## src/rtl/event_led_pkg.sv

```systemverilog
// event_led_pkg: shared mode enums and synchroniser depth limits for the event LED counter.
package event_led_pkg;
  typedef enum logic {CNT_WRAP, CNT_SAT} cnt_mode_e;
  typedef enum logic {EVT_LEVEL, EVT_EDGE} evt_mode_e;
  localparam int SYNC_MIN = 2;
  localparam int SYNC_MAX = 4;
endpackage

```

## src/rtl/sync_edge_det.sv

```systemverilog
// sync_edge_det: multi-flop synchroniser for an async input plus rising-edge or level event qualifier.
module sync_edge_det import event_led_pkg::*; #(
  parameter int SYNC_STAGES = 2,
  parameter int EDGE_MODE   = 1
) (
  input  logic clk,
  input  logic rst,
  input  logic d_async,
  output logic evt
);
  localparam evt_mode_e MODE = (EDGE_MODE != 0) ? EVT_EDGE : EVT_LEVEL;
  logic [SYNC_STAGES-1:0] sync_q;
  logic                   prev_q;
  always_ff @(posedge clk or posedge rst) begin
    if (rst) begin
      sync_q <= '0;
      prev_q <= 1'b0;
    end else begin
      sync_q <= {sync_q[SYNC_STAGES-2:0], d_async};
      prev_q <= sync_q[SYNC_STAGES-1];
    end
  end
  assign evt = (MODE == EVT_EDGE) ? (sync_q[SYNC_STAGES-1] & ~prev_q) : sync_q[SYNC_STAGES-1];
endmodule

```

## src/rtl/event_led_counter.sv

```systemverilog
// event_led_counter: counts synchronised events from an async input onto the LED bank with a sticky overflow flag.
// Optional activity-LED stretcher is built when EVT_STRETCH_EN is defined.
module event_led_counter import event_led_pkg::*; #(
  parameter int WIDTH       = 10,
  parameter int SYNC_STAGES = 2,
  parameter int EDGE_MODE   = 1,
  parameter int SATURATE    = 0,
  parameter int STRETCH_CYC = 8
) (
  input  logic             clk,
  input  logic             rst,
  input  logic             inter,
  input  logic             en,
  input  logic             clr,
  output logic [WIDTH-1:0] leds,
  output logic             ovf
`ifdef EVT_STRETCH_EN
  , output logic           act_led
`endif
);
  localparam cnt_mode_e MODE = (SATURATE != 0) ? CNT_SAT : CNT_WRAP;
  if (WIDTH < 2 || WIDTH > 32) begin : g_bad_width
    $error("event_led_counter: WIDTH %0d outside 2..32", WIDTH);
  end
  if (SYNC_STAGES < SYNC_MIN || SYNC_STAGES > SYNC_MAX) begin : g_bad_sync
    $error("event_led_counter: SYNC_STAGES %0d outside %0d..%0d", SYNC_STAGES, SYNC_MIN, SYNC_MAX);
  end
  if (STRETCH_CYC < 1) begin : g_bad_stretch
    $error("event_led_counter: STRETCH_CYC must be at least 1");
  end
  logic             evt, hit;
  logic [WIDTH-1:0] cnt_q, cnt_d;
  logic             ovf_q, ovf_d;
  sync_edge_det #(.SYNC_STAGES(SYNC_STAGES), .EDGE_MODE(EDGE_MODE)) u_sync (
    .clk(clk), .rst(rst), .d_async(inter), .evt(evt)
  );
  assign hit = en & evt;
  // clr beats a same-cycle event; a hit at all-ones both overflows and wraps or holds
  always_comb begin
    cnt_d = clr ? '0 : !hit ? cnt_q : (cnt_q != '1) ? cnt_q + 1'b1 : (MODE == CNT_SAT) ? cnt_q : '0;
    ovf_d = !clr & (ovf_q | (hit & (cnt_q == '1)));
  end
  always_ff @(posedge clk or posedge rst) begin
    if (rst) begin
      cnt_q <= '0;
      ovf_q <= 1'b0;
    end else begin
      cnt_q <= cnt_d;
      ovf_q <= ovf_d;
    end
  end
  assign leds = cnt_q;
  assign ovf  = ovf_q;
`ifdef EVT_STRETCH_EN
  localparam int SW = $clog2(STRETCH_CYC + 1);
  logic [SW-1:0] str_q, str_d;
  always_comb str_d = clr ? '0 : hit ? SW'(STRETCH_CYC) : (str_q != '0) ? str_q - 1'b1 : str_q;
  always_ff @(posedge clk or posedge rst) begin
    if (rst) str_q <= '0;
    else     str_q <= str_d;
  end
  assign act_led = (str_q != '0);
`endif
endmodule

```

## config.mk

```make
export PLATFORM = sky130hd
export DESIGN_NAME = event_led_counter
export DESIGN_NICKNAME = d
export VERILOG_FILES = /design/src/rtl/event_led_pkg.sv /design/src/rtl/sync_edge_det.sv /design/src/rtl/event_led_counter.sv
export SDC_FILE = /design/constraint.sdc
export NUM_CORES = 1
export LEC_CHECK = 0
export CORE_MARGIN = 1.5
export CORE_UTILIZATION = 43
export DETAILED_ROUTE_END_ITERATION = 16
export GPL_TIMING_DRIVEN = 0
export PLACE_DENSITY = 0.72
export SYNTH_ARGS = -nofsm -noshare
export SYNTH_HDL_FRONTEND = slang
export SYNTH_HIERARCHICAL = 1
export SYNTH_SLANG_ARGS = --single-unit
```

## constraint.sdc

```tcl
create_clock -name clk -period 1.6 [get_ports clk]
set_clock_uncertainty 0.15 [all_clocks]
set_input_delay 0.24 -clock clk [delete_from_list [all_inputs] [get_ports clk]]
set_output_delay 0.24 -clock clk [all_outputs]
set_load 0.05 [all_outputs]
```

==> results.txt, run 1 <==
The first global-routing pass estimated 2740 µm of wire. Excluding fillers, the count of instances in the completed layout stands at 115. In this run, synthesis produced a sequential element count of 14. Summed over all layers, the routed wires come to 1770 µm.

The tools report the total number of H-tree levels as 1. The die is 44.6 µm tall. Max-cap violations in this run came to 0. The tools report the capturing element type of the critical path as a register.

The tools report the number of nets in the layout as 106. Based on the critical path, the design can be clocked at up to 610 MHz. The combined buffer and inverter count along the critical path is 1, and the transition time at the pin with the least slew margin is 0.482 ns. The share of post-route cells with drive strength above 1 was 48.5%; the clock net sink count was 14. The clock root buffer was clkbuf_4. Starting density of the core: 47.8%. The synthesized design contains 0 enable-type register cells. The number of search-and-repair iterations in the first detailed-routing pass is 4, and the power per unit of standard cell area is 672 nW/µm². For the die area, the log shows 1990 µm². STA puts the critical path data required time at 1.63 ns. The delay of the slowest cell on the worst path is 0.48 ns.

The shortest clock period the worst path allows after layout works out to 1.64 ns. Broken down by cell family, the worst path's largest delay share belongs to simple AND/OR/NAND/NOR gates. The slowest stage of the critical path belongs to the cell or4_1.

The number of different library cells used by synthesis comes to 29. The share of synthesized area occupied by flip-flops and latches is 47.1%. The terminus of the critical flop-to-flop path was leds[9]$_DFFE_PP0P_.

The count of buffers from port buffering is 15, and the internal power component is 537 µW. The number of cells on the worst reg-to-reg path is 4. In the routed layout, each cell is associated on average with a via count of 5.69. For the count of synthesis-stage warnings from yosys, the log shows 6.

When the netlist entered floorplanning its net count stood at 74. Setup repair after global routing could not meet its margin everywhere. The path with the worst hold slack has its endpoint at u_sync/sync_q[1]$_DFF_PP0_. Walking the worst path, the cells encountered are nand4_1, buf_4, or4_1, o311ai_1. Detailed routing inserted a total of 654 vias. The run finished, with violations left. The nature of the critical path startpoint is a register.

The max-slew violation total from the final report was 0. The number of hold violations in the final report is 0, and the post-synthesis instance area is 744 µm². Across every metal layer, demand over resource in global routing totals 19.2%. Clock latency on the worst-skew pair, taken at its later pin, is 0.28 ns. The class of the tightest hold or removal check is register to register. Measured along the x axis, the die boundary spans 44.6 µm. The detail route stage leaves a number of antenna-violating nets equal to 0. Dominant cell type by area after synthesis: dfrtp_1. In this run the power spent charging and discharging nets is 189 µW. 16 I/O pins were placed. The detailed router finished its first iteration with 13 violations. The number of global-route vias before repair is 607, and the total setup violations reported at the end of the flow is 1.

The clock share of power came out at 35.8%. The tools report the number of core rows as 14. The maximum count of clock buffers along a single path is 2.

The mean routed wirelength per cell came out at 15.4 µm. For the power share of the sequential group, the log shows 51.7%. The number of remaining DRC errors is 0. By area the synthesized netlist is led by dfrtp_1 47%, o31ai_1 4.0%, or4_1 4.0%, o41ai_4 3.7%, inv_1 3.5%. The synthesized area per cell was 10.9 µm²; the relative slew slack was 68.0%. STA puts the critical path data arrival time at 1.67 ns. In the finished design, the share of the clock period the worst path needs comes to 102%.

The most critical setup path has its startpoint at leds[0]$_DFFE_PP0P_. The worst hold path was traced through 0 stages. The run gives 12 as the largest net degree at the start of global routing. After clock tree synthesis, the clock-pin slew on the worst setup and hold paths is 0.09 ns.

The analysis attributes to cell leakage a power of 0.000425 µW. The run gives -0.0397 ns as the setup slack after layout. The startpoint-to-endpoint class of the critical path is register to register. The total global routing overflow is 0. The share of synthesized area in the top cell type comes to 47.1%. The area added between synthesis and finish works out to 45.0%. With fillers left out, the area of the finished cells amounts to 1080 µm². The flip-flop cell with the highest count after synthesis was dfrtp_1. The power after layout was 726 µW; the number of diodes added for antenna fixing was 0. Along the worst path, the maximum fanout reaches 6. For the TritonCTS buffer count, the log shows 3. The startpoint identified for the worst register-to-register timing path is leds[0]$_DFFE_PP0P_.

TritonCTS built the clock tree. The worst-case IR drop observed on VDD is 0.498 mV. The setup slack on the worst flop-to-flop path came out at -0.04 ns.

The placed instance area was 943 µm². In this run, the combinational gates consume 12.5% of the power. The final reports fail on setup timing. The placeable core region is 1560 µm². Routability-driven placement finished with a final weighted congestion of 0.775. Net switching is 26.0% of the power. The tools report the beginning of the worst hold path as u_sync/sync_q[0]$_DFF_PP0_. Post-synthesis async set-or-reset flop share: 100%. The HPWL reported at the end of detailed placement is 1070 µm, and the number of placed instances with taps included is 99. For the number of standard cells after synthesis, the log shows 68. The initial antenna violation count is 0.
==> per-layer routing <==
layer | global-route usage [%] | part of all wire (%) | vias to the layer above
met2 | 30.1 | 50 | 14
met5 | 0 | 0 | -
li1 | - | - | 322
met4 | 7.27 | 1.2 | 0
met1 | 25.9 | 46 | 313
met3 | 3.67 | 3.4 | 5
==> how the worst max path moves through the flow <==
stage / cells past startpoint / slack (ns) / endpoint
final: 4 / -0.04 / leds[9]$_DFFE_PP0P_
after global routing: 4 / -0.09 / leds[9]$_DFFE_PP0P_
after CTS: 1 / 0.003 / leds[8]
after detailed placement: 5 / -0.39 / leds[6]$_DFFE_PP0P_
after global placement: 5 / -0.38 / leds[6]$_DFFE_PP0P_
after floorplan: 4 / -0.04 / leds[6]$_DFFE_PP0P_
==> power by group through the flow <==
stage               Combinational (µW)  Sequential (µW)  Clock (µW)
finish                            91.1              375         260
global route                      99.2              377         283
CTS                               92.2              374         263
detailed placement                86.9              381           0
global placement                  85.3              381           0
floorplan                         33.2              400           0
==> cell type report <==
type / count / area [µm²]
Multi-Input combinational cell: 47 / 390
Fill cell: 127 / 479
Sequential cell: 14 / 363
Tap cell: 16 / 20.0
Buffer: 1 / 11.3
Timing Repair Buffer: 26 / 233
Clock buffer: 4 / 36.3
Inverter: 7 / 26.3
==> state kept, by name, summed over array words and instances (netlist names) <==
| name | cells |
|---|---|
| u_sync/sync_q | 2 |
| ovf | 1 |
| leds | 10 |
| u_sync/prev_q | 1 |
==> per-stage QoR <==
step / TNS (ns) / hold slack [ns] / util [%] / worst slack (ns)
floorplan: -0.0781 / -0.156 / - / -0.0370
global placement: -2.63 / 0.192 / 60.5 / -0.379
detailed placement: -2.77 / 0.193 / 60.5 / -0.391
CTS: 0 / 0.218 / 65.6 / 0.00312
global route: -0.264 / 0.237 / 69.3 / -0.0913
finish: -0.0397 / 0.215 / 69.3 / -0.0397
==> cell usage in the layout, fill, tap and decap left out, types with 3 or more instances in the layout <==
cell,instances
dfrtp_2,10
buf_4,10
clkdlybuf4s15_2,8
inv_1,7
a21oi_1,5
nand3_1,5
or4_1,4
dfrtp_1,4
o21ai_0,3
o31ai_1,3
clkbuf_4,3
clkdlybuf4s50_1,3
==> cells by family (layout without fill, tap and decap cells) <==
logic type	after synthesis	in the layout	synth area share (%)
buffers and inverters	8	38	5.04
AOI/OAI and AO/OA	20	20	20.7
and+or+nand+nor	24	25	24.4
DFF	14	14	47.1
xor gates and xnor gates	1	1	1.18
adders and majority gates	1	1	1.68
==> cell usage after synthesis, types with 2 or more instances <==
master / instances
a21oi_1: 5
or4_1: 4
nand2_1: 3
o31ai_1: 4
nand3_1: 5
dfrtp_1: 14
a21oi_2: 2
inv_1: 7
o21ai_0: 3
or3_2: 2
==> timing repair <==
item	4_1_cts	5_1_grt
endpoints found under the setup margin	18	9
pin swaps	5	4
endpoints found under the hold margin	3	0
hold buffers	1	0
cloned	0	1
buffers inserted	3	7
gates resized for setup	31	3
No activity file was read; power rests on OpenSTA's default activity.
==> run 2, diff against run 1 <==
- CORE_UTILIZATION: 43 -> 52
- PLACE_DENSITY: 0.72 -> 0.81
- clock period: 1.6 -> 2.1 ns (I/O delays scaled with it)
==> results.txt, run 2 (synthesis gave the netlist of run 1 again) <==
The run finished with clean final reports. Measured along the x axis, the die boundary spans 40.8 µm. Slowest library cell on the worst path: clkdlybuf4s50_1. The power per unit of standard cell area came out at 534 nW/µm². The library cell used most frequently in the layout, excluding fill and tap cells, is dfrtp_1. The combined buffer and inverter count along the critical path works out to 1. Setup repair after global routing left no endpoint under its margin. The worst-case IR drop observed on VDD is 0.381 mV. After routing, the total negative slack on setup checks comes to 0 ns.

The internal power component is 368 µW. For the leakage power, the log shows 0.000428 µW. The dominant delay contributor by cell family on the critical path was buffers and inverters. The required time of the critical path is 1.63 ns.

In this run the core area contains 13 standard-cell rows. The die covers 1670 µm². The tools report the count of filler cells inserted in the layout as 100. The run gives 350 µm² as the register area. For the pin with the worst max-slew slack, the measured transition is 0.500 ns.

The per-cell via count in the routed design works out to 6.26. Once the floorplan was initialized, standard cells occupied 56.5% of the core. The switching part of the total is 27.0%, and the violation count after the first detailed-route iteration is 6. The worst pin sits at a relative slew slack of 66.6%.

The clock network latency to the later pin of the worst-skew pair came out at 0.28 ns. The I/O pin total is 16. The final wirelength came out at 1540 µm.

Startpoint-to-endpoint class of the critical path: register to output pin. CTS placed an instance of clkbuf_4 at the clock tree root. The maximum count of clock buffers along a single path is 2. Summing over every cut layer, the via total after detailed routing is 632. Detailed placement finished with a half-perimeter wire length of 1140 µm.

The number of clock buffers added by TritonCTS is 3. The first TritonRoute pass finished after 4 iterations. The delay of the slowest cell on the worst path was 0.84 ns. The chip height came out at 40.8 µm. The worst path in the final design needs a cycle of 2.04 ns, including I/O delays and setup. The count of buffers from port buffering was 15; the power share of the sequential group was 56.5%. The number of diodes added for antenna fixing was 0; the number of remaining DRC errors was 0. The critical path goes through clkdlybuf4s50_1. In the layout the commonest cells are 14 x dfrtp_1, 12 x clkdlybuf4s50_1, 7 x inv_1. The max-slew violation total from the final report is 0. The flip-flop count of the largest register, all copies and words added was 10. The clock net sink count is 14. Excluding fillers, the count of instances in the completed layout stands at 101. The largest net degree at the start of global routing was 12; the number of placed instances with taps included was 98. For the max-cap violation count, the log shows 0. Global routing used 22.2% of the available tracks across all layers.

The total number of H-tree levels is 1, and the total setup violations reported at the end of the flow is 0. STA classifies the critical path endpoint as an output pin. The tools report the initial antenna violation count as 0.

The logs give -0.00821 ns for the worst setup timing slack at the placement stage and 1320 µm² for the placeable core region. In the final routed layout, each cell accounts on average for 15.3 µm. The arrival time reported for the critical path endpoint was 1.58 ns; the area added between synthesis and finish was 26.7%. The maximum clock frequency was 490 MHz. The wire length of the first global-routing pass came out at 2340 µm. The worst path meets setup with 0.0599 ns of slack. The total setup buffers inserted after CTS was 0.

At the end of the flow, the number of nets in the layout was 94. The clock network accounts for 30.5% of the total power. The highest fanout seen on the critical path was 6.

The tools report the routability congestion estimate from global placement as 0.734. The worst hold path belongs to the class input pin to asynchronous set/reset pin. In this run the register-to-register setup slack is 0.30 ns. Number of global-route vias before repair: 556.

In this run, the combinational gates consume 13.0% of the power. After clock tree synthesis, the flow added hold-fix buffers numbering 0. TritonCTS built the clock tree. The count of nets left with antenna violations once routing finished came out at 0. Clock-pin slew was measured on the worst setup and hold paths at 0.08 ns. Global routing finished with a remaining overflow of 0. The number of hold violations in the final report is 0. In this run, post-CTS repair resized a total of 0 instances. Of the cells placed in the final design, the portion with a size suffix greater than 1 is 15.1%. Overall power consumption after layout is estimated at 504 µW. The area of the multi-input gates came out at 357 µm². For this design the total switching power over the nets is 136 µW.

STA classifies the critical path startpoint as a register. In the finished design, the share of the clock period the worst path needs comes to 97.1%.
run 2: cell count changes in the layout (fill, tap and decap cells not counted), sizes merged:
cell	change
clkbuf	-3
dlygate4sd3	-1
nand3	-1
dlygate4sd2	-2
clkdlybuf4s15	-8
buf	-10
dlymetal6s2s	+3
clkdlybuf4s50	+9
run 2: final timing paths:
path,startpoint,end,depth (start not counted)
max,leds[0]$_DFFE_PP0P_,leds[0],1
min,rst,u_sync/sync_q[0]$_DFF_PP0_,2
min reg2reg,u_sync/sync_q[0]$_DFF_PP0_,u_sync/sync_q[1]$_DFF_PP0_,0
max in group asynchronous,rst,leds[3]$_DFFE_PP0P_,2
min in group clk,u_sync/sync_q[0]$_DFF_PP0_,u_sync/sync_q[1]$_DFF_PP0_,0
max reg2reg,leds[0]$_DFFE_PP0P_,leds[8]$_DFFE_PP0P_,4
run 2: per-stage QoR:
stage,instance area [µm²],hold slack [ns],utilization [%]
finish,943,0.0650,71.6
global route,943,0.0838,71.6
floorplan,744,-0.0814,-
global placement,913,0.186,69.3
CTS,936,0.0688,71.0
detailed placement,913,0.200,69.3
run 2: area by class of cell:
cell class	instances	area share (%)
multi-input combinational	46	37.8
sequential	14	37.1
timing repair buffer	15	16.7
inverter	7	2.79
clock buffer	3	2.39
tap	15	1.99
buffer	1	1.19
run 2: metal layers:
layer | up-vias | GRT usage (%) | wire, µm
met5 | - | 0 | 0
met4 | 0 | 12.5 | 37
met3 | 7 | 4.89 | 55
met2 | 16 | 36.3 | 730
met1 | 310 | 26.6 | 717
li1 | 299 | - | -
run 2: power groups by stage:
stage	Sequential, µW	Clock [µW]	Combinational, µW
floorplan	303	0	25.0
global placement	289	0	64.3
detailed placement	289	0	66.0
CTS	284	153	66.0
global route	286	164	69.6
finish	285	154	65.3
==> run 3, diff against run 2 <==
- SLEW_MARGIN: not set -> 25
==> results of run 3 <==
Same layout as run 2: the final DEF is identical, and so are final timing and power.
